==> config.mk <==
export PLATFORM = sky130hd
export DESIGN_NAME = multiciclo_control_fsm
export DESIGN_NICKNAME = d
export VERILOG_FILES = /design/src/rtl/multiciclo_control_fsm.sv
export SDC_FILE = /design/constraint.sdc
export NUM_CORES = 1
export LEC_CHECK = 0
export ABC_CLOCK_PERIOD_IN_PS = 3050
export BUFFER_PORTS_ARGS = -buffer_cell sky130_fd_sc_hd__clkbuf_2
export CAP_MARGIN = 25
export CORE_MARGIN = 1
export CORE_UTILIZATION = 40
export CTS_CLUSTER_DIAMETER = 200
export DETAILED_ROUTE_END_ITERATION = 12
export PLACE_DENSITY = 0.65
export SYNTH_ARGS = -nofsm -noshare
export SYNTH_HDL_FRONTEND = slang
export SYNTH_SLANG_ARGS = --single-unit
export TNS_END_PERCENT = 1
==> constraint.sdc <==
create_clock -name clk -period 3.05 [get_ports clk]
set_input_delay 0.1525 -clock clk [delete_from_list [all_inputs] [get_ports clk]]
set_output_delay 0.1525 -clock clk [all_outputs]
set_load 0.05 [all_outputs]
==> src/rtl/multiciclo_control_fsm.sv <==
// Multi-cycle control sequencer for the Fase-series MIPS datapath.
// Sequences fetch/decode/execute/memory/writeback and counts retired instructions.
module multiciclo_control_fsm #(
    parameter int unsigned WAIT_LIMIT = 15,
    parameter int unsigned CNT_W      = 32
) (
    input  logic             clk,
    input  logic             rst_n,
    input  logic             start,
    input  logic [5:0]       Opcode,
    input  logic             Z,
    input  logic             mem_ready,
    output logic             PCWrite,
    output logic             IRWrite,
    output logic             MemRead,
    output logic             MemWrite,
    output logic             IorD,
    output logic             RegDst,
    output logic             MemToReg,
    output logic             RegisterWrite,
    output logic             ALUSrcA,
    output logic [1:0]       ALUSrcB,
    output logic [2:0]       ALUOp,
    output logic [1:0]       PCSource,
    output logic [3:0]       state,
    output logic             halted,
    output logic             error,
    output logic [CNT_W-1:0] instr_count
);

    localparam logic [3:0] S_IDLE   = 4'd0;
    localparam logic [3:0] S_FETCH  = 4'd1;
    localparam logic [3:0] S_DECODE = 4'd2;
    localparam logic [3:0] S_MEMADR = 4'd3;
    localparam logic [3:0] S_MEMRD  = 4'd4;
    localparam logic [3:0] S_MEMWB  = 4'd5;
    localparam logic [3:0] S_MEMWR  = 4'd6;
    localparam logic [3:0] S_EXEC   = 4'd7;
    localparam logic [3:0] S_ALUWB  = 4'd8;
    localparam logic [3:0] S_BRANCH = 4'd9;
    localparam logic [3:0] S_ADDIEX = 4'd10;
    localparam logic [3:0] S_ADDIWB = 4'd11;
    localparam logic [3:0] S_JUMP   = 4'd12;
    localparam logic [3:0] S_HALT   = 4'd13;

    localparam logic [5:0] OP_RTYPE = 6'b000000;
    localparam logic [5:0] OP_LW    = 6'b100011;
    localparam logic [5:0] OP_SW    = 6'b101011;
    localparam logic [5:0] OP_BEQ   = 6'b000100;
    localparam logic [5:0] OP_ADDI  = 6'b001000;
    localparam logic [5:0] OP_J     = 6'b000010;

    localparam logic [7:0] WAIT_LAST = 8'(WAIT_LIMIT - 1);

    logic [3:0]       state_q, state_d;
    logic [7:0]       wait_q, wait_d;
    logic             error_q, error_d;
    logic [CNT_W-1:0] count_q, count_d;
    logic             waiting, timeout, retire;

    always_comb begin
        waiting = ((state_q == S_FETCH) || (state_q == S_MEMRD) || (state_q == S_MEMWR))
                  && !mem_ready;
        // Expires on the WAIT_LIMIT-th stalled cycle; a ready in that cycle still completes.
        timeout = waiting && (wait_q == WAIT_LAST);
        state_d = state_q;
        error_d = error_q;
        retire  = 1'b0;
        case (state_q)
            S_IDLE:   if (start) state_d = S_FETCH;
            S_FETCH: begin
                if (mem_ready) begin
                    state_d = S_DECODE;
                end else if (timeout) begin
                    state_d = S_HALT;
                    error_d = 1'b1;
                end
            end
            S_DECODE: begin
                case (Opcode)
                    OP_RTYPE:     state_d = S_EXEC;
                    OP_LW, OP_SW: state_d = S_MEMADR;
                    OP_BEQ:       state_d = S_BRANCH;
                    OP_ADDI:      state_d = S_ADDIEX;
                    OP_J:         state_d = S_JUMP;
                    default: begin
                        state_d = S_HALT;
                        error_d = 1'b1;
                    end
                endcase
            end
            S_MEMADR: begin
                if (Opcode == OP_LW) begin
                    state_d = S_MEMRD;
                end else if (Opcode == OP_SW) begin
                    state_d = S_MEMWR;
                end else begin
                    state_d = S_HALT;
                    error_d = 1'b1;
                end
            end
            S_MEMRD: begin
                if (mem_ready) begin
                    state_d = S_MEMWB;
                end else if (timeout) begin
                    state_d = S_HALT;
                    error_d = 1'b1;
                end
            end
            S_MEMWR: begin
                if (mem_ready) begin
                    state_d = S_FETCH;
                    retire  = 1'b1;
                end else if (timeout) begin
                    state_d = S_HALT;
                    error_d = 1'b1;
                end
            end
            S_EXEC:   state_d = S_ALUWB;
            S_ADDIEX: state_d = S_ADDIWB;
            S_MEMWB, S_ALUWB, S_ADDIWB, S_BRANCH, S_JUMP: begin
                state_d = S_FETCH;
                retire  = 1'b1;
            end
            S_HALT:   state_d = S_HALT;
            default: begin
                state_d = S_HALT;
                error_d = 1'b1;
            end
        endcase

        if (state_d != state_q) begin
            wait_d = '0;
        end else if (waiting) begin
            wait_d = wait_q + 8'd1;
        end else begin
            wait_d = wait_q;
        end
        count_d = retire ? count_q + CNT_W'(1) : count_q;
    end

    always_comb begin
        PCWrite       = 1'b0;
        IRWrite       = 1'b0;
        MemRead       = 1'b0;
        MemWrite      = 1'b0;
        IorD          = 1'b0;
        RegDst        = 1'b0;
        MemToReg      = 1'b0;
        RegisterWrite = 1'b0;
        ALUSrcA       = 1'b0;
        ALUSrcB       = 2'b00;
        ALUOp         = 3'b000;
        PCSource      = 2'b00;
        case (state_q)
            S_FETCH: begin
                MemRead = !timeout;
                IRWrite = mem_ready;
                PCWrite = mem_ready;
                ALUSrcB = 2'b01;
            end
            S_DECODE: ALUSrcB = 2'b11;
            S_MEMADR, S_ADDIEX: begin
                ALUSrcA = 1'b1;
                ALUSrcB = 2'b10;
            end
            S_MEMRD: begin
                MemRead = !timeout;
                IorD    = 1'b1;
            end
            S_MEMWB: begin
                RegisterWrite = 1'b1;
                MemToReg      = 1'b1;
            end
            S_MEMWR: begin
                MemWrite = !timeout;
                IorD     = 1'b1;
            end
            S_EXEC: begin
                ALUSrcA = 1'b1;
                ALUOp   = 3'b010;
            end
            S_ALUWB: begin
                RegisterWrite = 1'b1;
                RegDst        = 1'b1;
            end
            S_BRANCH: begin
                ALUSrcA  = 1'b1;
                ALUOp    = 3'b001;
                PCSource = 2'b01;
                PCWrite  = Z;
            end
            S_ADDIWB: RegisterWrite = 1'b1;
            S_JUMP: begin
                PCWrite  = 1'b1;
                PCSource = 2'b10;
            end
            default: ;
        endcase
    end

    always_ff @(posedge clk or negedge rst_n) begin
        if (!rst_n) begin
            state_q <= S_IDLE;
            wait_q  <= '0;
            error_q <= 1'b0;
            count_q <= '0;
        end else begin
            state_q <= state_d;
            wait_q  <= wait_d;
            error_q <= error_d;
            count_q <= count_d;
        end
    end

    assign state       = state_q;
    assign halted      = (state_q == S_HALT);
    assign error       = error_q;
    assign instr_count = count_q;

endmodule

==> results of run 1 <==
## per-stage QoR
stage / utilization / setup TNS [ps]
global route: 0.5010 / 0
global placement: 0.4830 / 0
detailed placement: 0.4830 / 0
finish: 0.5010 / 0
CTS: 0.5010 / 0
floorplan: - / -94.28
## state kept, by name (all words and copies together) (netlist names)
signal	count
instr_count	32
state	4
wait_q	8
error	1
## worst paths after layout
path / from / endpoint
setup / recovery: wait_q[4] / wait_q[7]
hold / removal: Opcode[4] / error
setup reg to reg: wait_q[4] / wait_q[7]
hold reg to reg: instr_count[31] / instr_count[31]
max in group asynchronous: rst_n / wait_q[7]
min in group asynchronous: rst_n / wait_q[1]
## critical path: cells and delay by family, from the launching register on
family,cells,cell delay (ps)
XOR/XNOR,1,650
flip-flops,1,420
AND/OR/NAND/NOR,5,1300
## placed cells by master (no fill, tap or decap), types with 2 or more instances in the layout
cell type	instances
or3_1	2
a211o_1	2
a21oi_1	15
nor3_1	15
xnor2_1	28
o211ai_1	2
buf_4	11
mux2i_1	2
xor2_1	14
and2_1	2
a31oi_1	2
and4_1	5
and3_1	11
or2_2	2
nand4_1	11
inv_1	5
nand3_1	14
clkbuf_2	63
nor2b_1	2
o22ai_1	4
nand2b_1	6
a311oi_1	2
clkbuf_8	7
nor2_1	20
o21ai_0	8
dfrtp_1	45
ha_1	3
nand2_1	23
## cell type report
class | instances | area share
Tap cell | 77 | 0.03011
Timing Repair Buffer | 75 | 0.1275
Multi-Input combinational cell | 218 | 0.4505
Clock inverter | 1 | 0.002738
Sequential cell | 45 | 0.3520
Clock buffer | 7 | 0.03011
Inverter | 6 | 0.007039
## routing by layer
| metal | up-vias | part of all wire | track usage |
|---|---|---|---|
| li1 | 1145 | - | - |
| met1 | 1109 | 0.48 | 0.2651 |
| met2 | 88 | 0.44 | 0.2624 |
| met3 | 6 | 0.065 | 0.03858 |
| met4 | 0 | 0.012 | 0.06317 |
| met5 | - | 0 | 0 |
## cell usage after synthesis, types with 6 or more instances
cell,count
dfrtp_1,45
xnor2_1,28
nand2_1,23
nor2_1,20
a21oi_1,15
nor3_1,15
nand3_1,14
xor2_1,14
and3_1,11
nand4_1,11
o21ai_0,8
clkbuf_1,6
nand2b_1,6
## cell families (layout without fill, tap and decap cells)
group | count (synthesis) | count (layout) | synth area share
compound gates | 45 | 45 | 0.1224
xor+xnor | 42 | 42 | 0.1379
fa+ha+maj | 4 | 4 | 0.01783
buf+inv | 22 | 89 | 0.03987
flops | 45 | 45 | 0.4221
mux | 2 | 2 | 0.007505
other cells | 1 | 1 | 0.001406
simple gates | 124 | 124 | 0.2509
## report_power, final
group	leakage (nW)	switching [W]	internal, W
logic	0.872	0.00105	0.000449
clock network	0.0549	0.000211	0.000209
registers	0.604	0.000116	0.000671
## repair_timing
item                       CTS  global route
buffers inserted             0             0
hold endpoints to repair    21             0
setup endpoints to repair    0             0
hold buffers                 1             0
==> results_dict.tcl, run 1 <==
set metrics [dict create \
    power_leakage_nw 1.532 \
    cts_sinks 45 \
    core_area_mm2 0.006386 \
    async_reset_ff_frac 1.000 \
    cp_data_arrival_time_ps 2670 \
    tightest_slew_ps 793.1 \
    place_hpwl_um 4460 \
    grt_usage 0.1806 \
    grt_pass1_wl_um 10360 \
    multiInputGateArea_mm2 0.001441 \
    powerDensity_mw_per_mm2 847.0 \
    drt-initial-drc-count 207 \
    syn_inst 285 \
    postRouteAntennaNets 0 \
    num_io_pins 65 \
    wl_per_cell_um 14.00 \
    path_class "flop to flop" \
    drt-pass1-iter-count 4 \
    gr-total-overflow 0 \
    cts_tree "yes" \
    outcome "completed" \
    antenna_found_initial 0 \
    vias 2348 \
    irDropWorstVdd_mv 0.6909 \
    fmax_mhz 394.5 \
    yosys.area.top_type "dfrtp_1" \
    critPathLaunchType "flop" \
    synthDistinctLibCells 53 \
    path_clk_slew_ps 90 \
    synth_ff_type "dfrtp_1" \
    ctsResizeCount 0 \
    setup_viol 0 \
    synth-seq-cells 45 \
    grt_pass1_vias 2166 \
    post-place-ws_ps 531.4 \
    syn_area_per_cell_um2 9.360 \
    rsz0062_at_grt "false" \
    netlist_area_mm2 0.002668 \
    finalNetCount 365 \
    final_cell_area_mm2 0.003199 \
    h-tree-depth 2 \
    clock-root-buffer "clkbuf_8" \
    maxSlewHeadroom 0.4675 \
    syn_nets 299 \
    cp_common_cell "nor3_1" \
    layout_setup_ws_ps 515.0 \
    grt_max_degree 25 \
    regArea_mm2 0.001126 \
    r2r_setup_slack_ps 520 \
    total_power_w 0.002710 \
    hold_depth 3 \
    crit_path_top_delay_cell "xnor2_1" \
    r2r.worst_path.cells 6 \
    crit_path_max_fanout 8 \
    endpoint_kind "flop" \
    synth-edff-count 0 \
    synth_area_leaders "dfrtp_1 (42%), xnor2_1 (9.2%), xor2_1 (4.6%)" \
    drc 0 \
    area_delta_synth_final_pct 19.93 \
    clk_latency_ps 300 \
    die_w_um 83.67 \
    final_cells 429 \
    synth_top_area_share 0.4221 \
    dpl-instance-area_mm2 0.003084 \
    start_util 0.4177 \
    fin_crit_sh 0.8311 \
    hold_slack_ps 241.1 \
    path_cells "or4_1 -> nor2_1 -> nor3_1 -> or3_1 -> xnor2_1 -> nor3_1" \
    period_minus_slack_ps 2535 \
    gp_congestion 0.8904 \
    die_area_mm2 0.007000 \
    via_per_inst 5.473 \
    drv_slew 0 \
    seq_area_frac_synth 0.4221 \
    wl_um 6006 \
    max_stage_delay_ps 650 \
    io_buffers 63 \
    crit_required_ps 3190 \
    synth_warnings 0 \
    die_h_um 83.67 \
    antenna_cells 0 \
    skew_ps 5.315 \
    drive_gt1_frac 0.2699 \
    cts.path.max_buffers 2 \
    dp_cells 420 \
    cap_viol_max_count 0 \
    min_path_type "input pin to flop" \
    rows 29 \
    fillerInstances 617 \
    numCtsBuffers 5 \
    hold_violations 0 \
]
Power figures use the tool's default switching activity.
==> run 2: changes to the inputs <==
Settings changed: ABC_CLOCK_PERIOD_IN_PS 3050 to 2400.
Clock period 3.05 ns to 2.4 ns, I/O delays scaled along.
==> results_dict.tcl, run 2 (synthesized netlist as in run 1, its figures left out) <==
set metrics [dict create \
    wl_um 6381 \
    irDropWorstVdd_mv 0.9614 \
    numCtsBuffers 5 \
    io_buffers 63 \
    power_leakage_nw 1.669 \
    path_clk_slew_ps 80 \
    final_cells 454 \
    place_hpwl_um 4965 \
    crit_start "state[2]" \
    vias 2429 \
    hold_violations 0 \
    powerDensity_mw_per_mm2 1086 \
    r2r_end "wait_q[1]" \
    num_io_pins 65 \
    cts_tree "yes" \
    gr-total-overflow 0 \
    gp_congestion 0.8675 \
    grt_usage 0.1909 \
    timing.setup.tns_ps 0 \
    grt_max_degree 28 \
    drive_gt1_frac 0.3501 \
    endpoint_kind "flop" \
    area_delta_synth_final_pct 29.32 \
    maxSlewHeadroom 0.5660 \
    rsz0062_at_grt "true" \
    fmax_mhz 419.2 \
    final_common_cell "clkbuf_2" \
    period_minus_slack_ps 2386 \
    min_path_type "input pin to flop" \
    drt-pass1-iter-count 4 \
    setup_viol 0 \
    antenna_found_initial 0 \
    grt_pass1_vias 2267 \
    total_power_w 0.003747 \
    crit_end "wait_q[1]" \
    fin_crit_sh 0.9940 \
    antenna_cells 0 \
    start_util 0.4177 \
    clock-root-buffer "clkbuf_8" \
    die_area_mm2 0.007000 \
    h-tree-depth 2 \
    drv_slew 0 \
    postRouteAntennaNets 0 \
    drc 0 \
    wl_per_cell_um 14.06 \
    cap_viol_max_count 0 \
    cts_sinks 45 \
    critPathLaunchType "flop" \
    cp_num_buf_inv 2 \
    cts.path.max_buffers 2 \
    cp_num_cells 8 \
    max_stage_delay_ps 420 \
    rows 29 \
    core_area_mm2 0.006386 \
    cp_top_family "simple AND/OR/NAND/NOR gates" \
    r2r.worst_path.cells 8 \
    drt-initial-drc-count 158 \
    clk_latency_ps 290 \
    via_per_inst 5.350 \
    grt_pass1_wl_um 10860 \
    hold_slack_ps 295.7 \
    die_w_um 83.67 \
    cp_data_arrival_time_ps 2580 \
    outcome "completed" \
    final_cell_mix "clkbuf_2 (63), dfrtp_1 (45), buf_4 (36), xnor2_1 (28), nand2_1 (23)" \
    crit_path_max_fanout 8 \
    crit_required_ps 2590 \
    crit_path_top_delay_cell "dfrtp_1" \
    dp_cells 445 \
    die_h_um 83.67 \
    finalNetCount 390 \
    r2r_setup_slack_ps 10 \
    path_class "flop to flop" \
    path_cells "or2_2 -> or2_2 -> a2111oi_1 -> buf_4 -> or3_1 -> xnor2_1 -> buf_4 -> a2111oi_4" \
    r2r_start "state[2]" \
    skew_ps 5.519 \
    tightest_slew_ps 651.0 \
    largest_register_ffs 32 \
]
-- run 2: cell types whose count changed in the layout (fill, tap and decap cells not counted), moves of 2 or more --
cell	delta
buf_4	+25
nor3_1	-4
nor3_2	+4
and4_1	-2
nor2_1	-2
nor2_2	+2
-- run 2: how the worst min path moves through the flow --
| stage | startpoint | endpoint | slack, ps | cells after the start |
|---|---|---|---|---|
| global placement | rst_n | wait_q[5] | 180 | 1 |
| finish | Opcode[4] | error | 300 | 4 |
| CTS | Opcode[4] | error | 290 | 4 |
| floorplan | rst_n | error | -180 | 0 |
| detailed placement | rst_n | wait_q[5] | 190 | 1 |
| global route | Opcode[4] | error | 330 | 4 |
-- run 2: cell type report --
type	count	area, um2
fillers	603	2937
multi-input cells	218	1493
flip-flops and latches	45	1126
repair buffers	100	595.6
well taps	77	96.34
clock buffers	7	86.33
clock inverters	1	30.03
inverters	6	22.52
-- run 2: metrics by stage --
stage / worst slack (ps) / cell area (um2) / util
6_report: 14.47 / 3450 / 0.5402
5_1_grt: -71.88 / 3450 / 0.5402
4_1_cts: 21.38 / 3427 / 0.5366
3_5_place_dp: -42.14 / 3287 / 0.5147
3_3_place_gp: -0.7143 / 3287 / 0.5147
2_1_floorplan: -408.9 / 2689 / -
-- run 2: timing repair --
| item | CTS | global route |
|---|---|---|
| hold endpoints to repair | 25 | 0 |
| buffers inserted | 0 | 0 |
| hold buffers | 1 | 0 |
| endpoints found under the setup margin | 1 | 18 |
| pin swaps | 3 | 1 |
| resized for setup | 4 | 8 |
-- run 2: tightest hold or removal path, delay by kind of cell --
family | cells | cell delay (ps)
buffers and inverters | 2 | 270
AOI/OAI and AO/OA | 1 | 120
and+or+nand+nor | 1 | 40
-- run 2: routing by layer --
layer | GRT usage | share of wire | vias up | routed length [um]
li1 | - | - | 1192 | -
met1 | 0.2650 | 0.46 | 1157 | 2959
met2 | 0.3067 | 0.47 | 71 | 2980
met3 | 0.03561 | 0.053 | 9 | 339
met4 | 0.05085 | 0.016 | 0 | 102
met5 | 0 | 0 | - | 0
-- run 2: report_power, final --
group | switching, W | internal, W
registers | 0.000115 | 0.000854
clock network | 0.000238 | 0.000339
logic | 0.00147 | 0.000729
total | 0.00183 | 0.00192
==> run 3: changes to the inputs <==
Settings changed: CORE_MARGIN 1 to 5.
==> results_dict.tcl, run 3 (synthesized netlist as in run 1, its figures left out) <==
set metrics [dict create \
    dpl-instance-area_mm2 0.003269 \
    start_util 0.4154 \
    cp_common_cell "or2_4" \
    grt_max_degree 46 \
    place_hpwl_um 4905 \
    path_cells "or2_4 -> or2_4 -> a21oi_2 -> a311oi_2 -> buf_4 -> o311a_1 -> or4_4 -> buf_6 -> nor3_2" \
    path_class "flop to flop" \
    area_delta_synth_final_pct 30.72 \
    die_h_um 91.67 \
    finalNetCount 387 \
    wl_um 6558 \
    cts.path.max_buffers 2 \
    die_area_mm2 0.008402 \
    final_cell_mix "clkbuf_2 (63), dfrtp_1 (44), buf_4 (30), xnor2_1 (27), nand2_1 (23)" \
    power_leakage_nw 1.670 \
    cp_top_family "simple AND/OR/NAND/NOR gates" \
    irDropWorstVdd_mv 0.6660 \
    clock-root-buffer "clkbuf_8" \
    wl_per_cell_um 14.54 \
    antenna_cells 0 \
    gr-total-overflow 0 \
    core_area_mm2 0.006422 \
    crit_required_ps 2630 \
    hold_violations 0 \
    hold_depth 3 \
    crit_path_max_fanout 4 \
    timing.setup.tns_ps 0 \
    drv_slew 0 \
    numCtsBuffers 5 \
    layout_setup_ws_ps 118.6 \
    period_minus_slack_ps 2281 \
    r2r.worst_path.cells 9 \
    skew_ps 10.68 \
    hold_path.startpoint "Opcode[4]" \
    endpoint_kind "flop" \
    grt_pass1_wl_um 11010 \
    via_per_inst 5.377 \
    rows 29 \
    drt-pass1-iter-count 4 \
    io_buffers 63 \
    r2r_end "wait_q[7]" \
    path_clk_slew_ps 90 \
    cts_sinks 45 \
    fillerInstances 564 \
    final_common_cell "clkbuf_2" \
    fin_crit_sh 0.9506 \
    r2r_start "state[3]" \
    tightest_slew_ps 547.1 \
    vias 2425 \
    largest_register_ffs 32 \
    maxSlewHeadroom 0.6353 \
    outcome "completed" \
    min_path_type "input pin to flop" \
    grt_pass1_vias 2265 \
    rsz0062_at_grt "true" \
    final_cell_area_mm2 0.003487 \
    critPathLaunchType "flop" \
    holdPathEnd "error" \
    cp_data_arrival_time_ps 2510 \
    num_io_pins 65 \
    clk_latency_ps 300 \
    crit_path_top_delay_cell "or4_4" \
    powerDensity_mw_per_mm2 1122 \
    antenna_found_initial 0 \
    r2r_setup_slack_ps 120 \
    max_stage_delay_ps 570 \
    h-tree-depth 2 \
    die_w_um 91.67 \
    gp_congestion 0.9293 \
    drive_gt1_frac 0.3556 \
    cap_viol_max_count 0 \
    postRouteAntennaNets 0 \
    grt_usage 0.1585 \
    drt-initial-drc-count 119 \
    drc 0 \
    cts_tree "yes" \
    fmax_mhz 438.3 \
    post-place-ws_ps -27.31 \
    cp_num_buf_inv 2 \
    setup_viol 0 \
]
run 3: worst max-delay path by stage:
stage                     startpoint               to  depth (start not counted)
after floorplan             state[2]  instr_count[31]                          9
after global placement      state[3]        wait_q[1]                          8
after detailed placement   Opcode[2]        wait_q[3]                          9
after CTS                   state[1]  instr_count[31]                          8
after global routing        state[1]        wait_q[5]                          9
final                       state[3]        wait_q[7]                          9
run 3: power breakdown:
| part | total (W) | internal (W) | switching [W] |
|---|---|---|---|
| Clock | 0.000589 | 0.000338 | 0.000251 |
| Combinational | 0.00236 | 0.000810 | 0.00155 |
| Sequential | 0.000967 | 0.000855 | 0.000112 |
run 3: per-stage QoR:
stage,instances,util,power [W],hold WS [ps]
after floorplan,285,-,0.002532,-175.6
after global routing,451,0.5430,0.004150,205.8
after CTS,450,0.5293,0.003779,162.2
after detailed placement,441,0.5091,0.003174,233.8
final,451,0.5430,0.003913,178.8
after global placement,441,0.5091,0.003159,234.7
run 3: tightest hold or removal path, stage by stage:
cell	delay, ps
clkbuf_2	120
nor3_1	60
o21bai_1	130
run 3: final cells by class:
type | count | area, um2 | area share
Multi-Input combinational cell | 218 | 1528 | 0.4381
Clock buffer | 6 | 82.58 | 0.02368
Sequential cell | 45 | 1127 | 0.3233
Inverter | 6 | 22.52 | 0.006459
Clock inverter | 2 | 37.54 | 0.01076
Tap cell | 77 | 96.34 | 0.02763
Timing Repair Buffer | 97 | 593.1 | 0.1701
run 3: what timing repair did:
action / CTS / global route
endpoints found under the hold margin: 45 / 0
hold buffers: 1 / 0
gates cloned: 0 / 0
buffers inserted: 0 / 1
gates resized for setup: 0 / 19
setup endpoints to repair: 7 / 14
pin swaps: 1 / 6
run 3: routing by layer:
metal	wire (um)	GRT usage	share of wire	up-vias
li1	-	-	-	1187
met1	3012	0.2266	0.46	1154
met2	3080	0.2374	0.47	78
met3	398	0.03355	0.061	6
met4	66	0.05528	0.010	0
met5	0	0	0	-
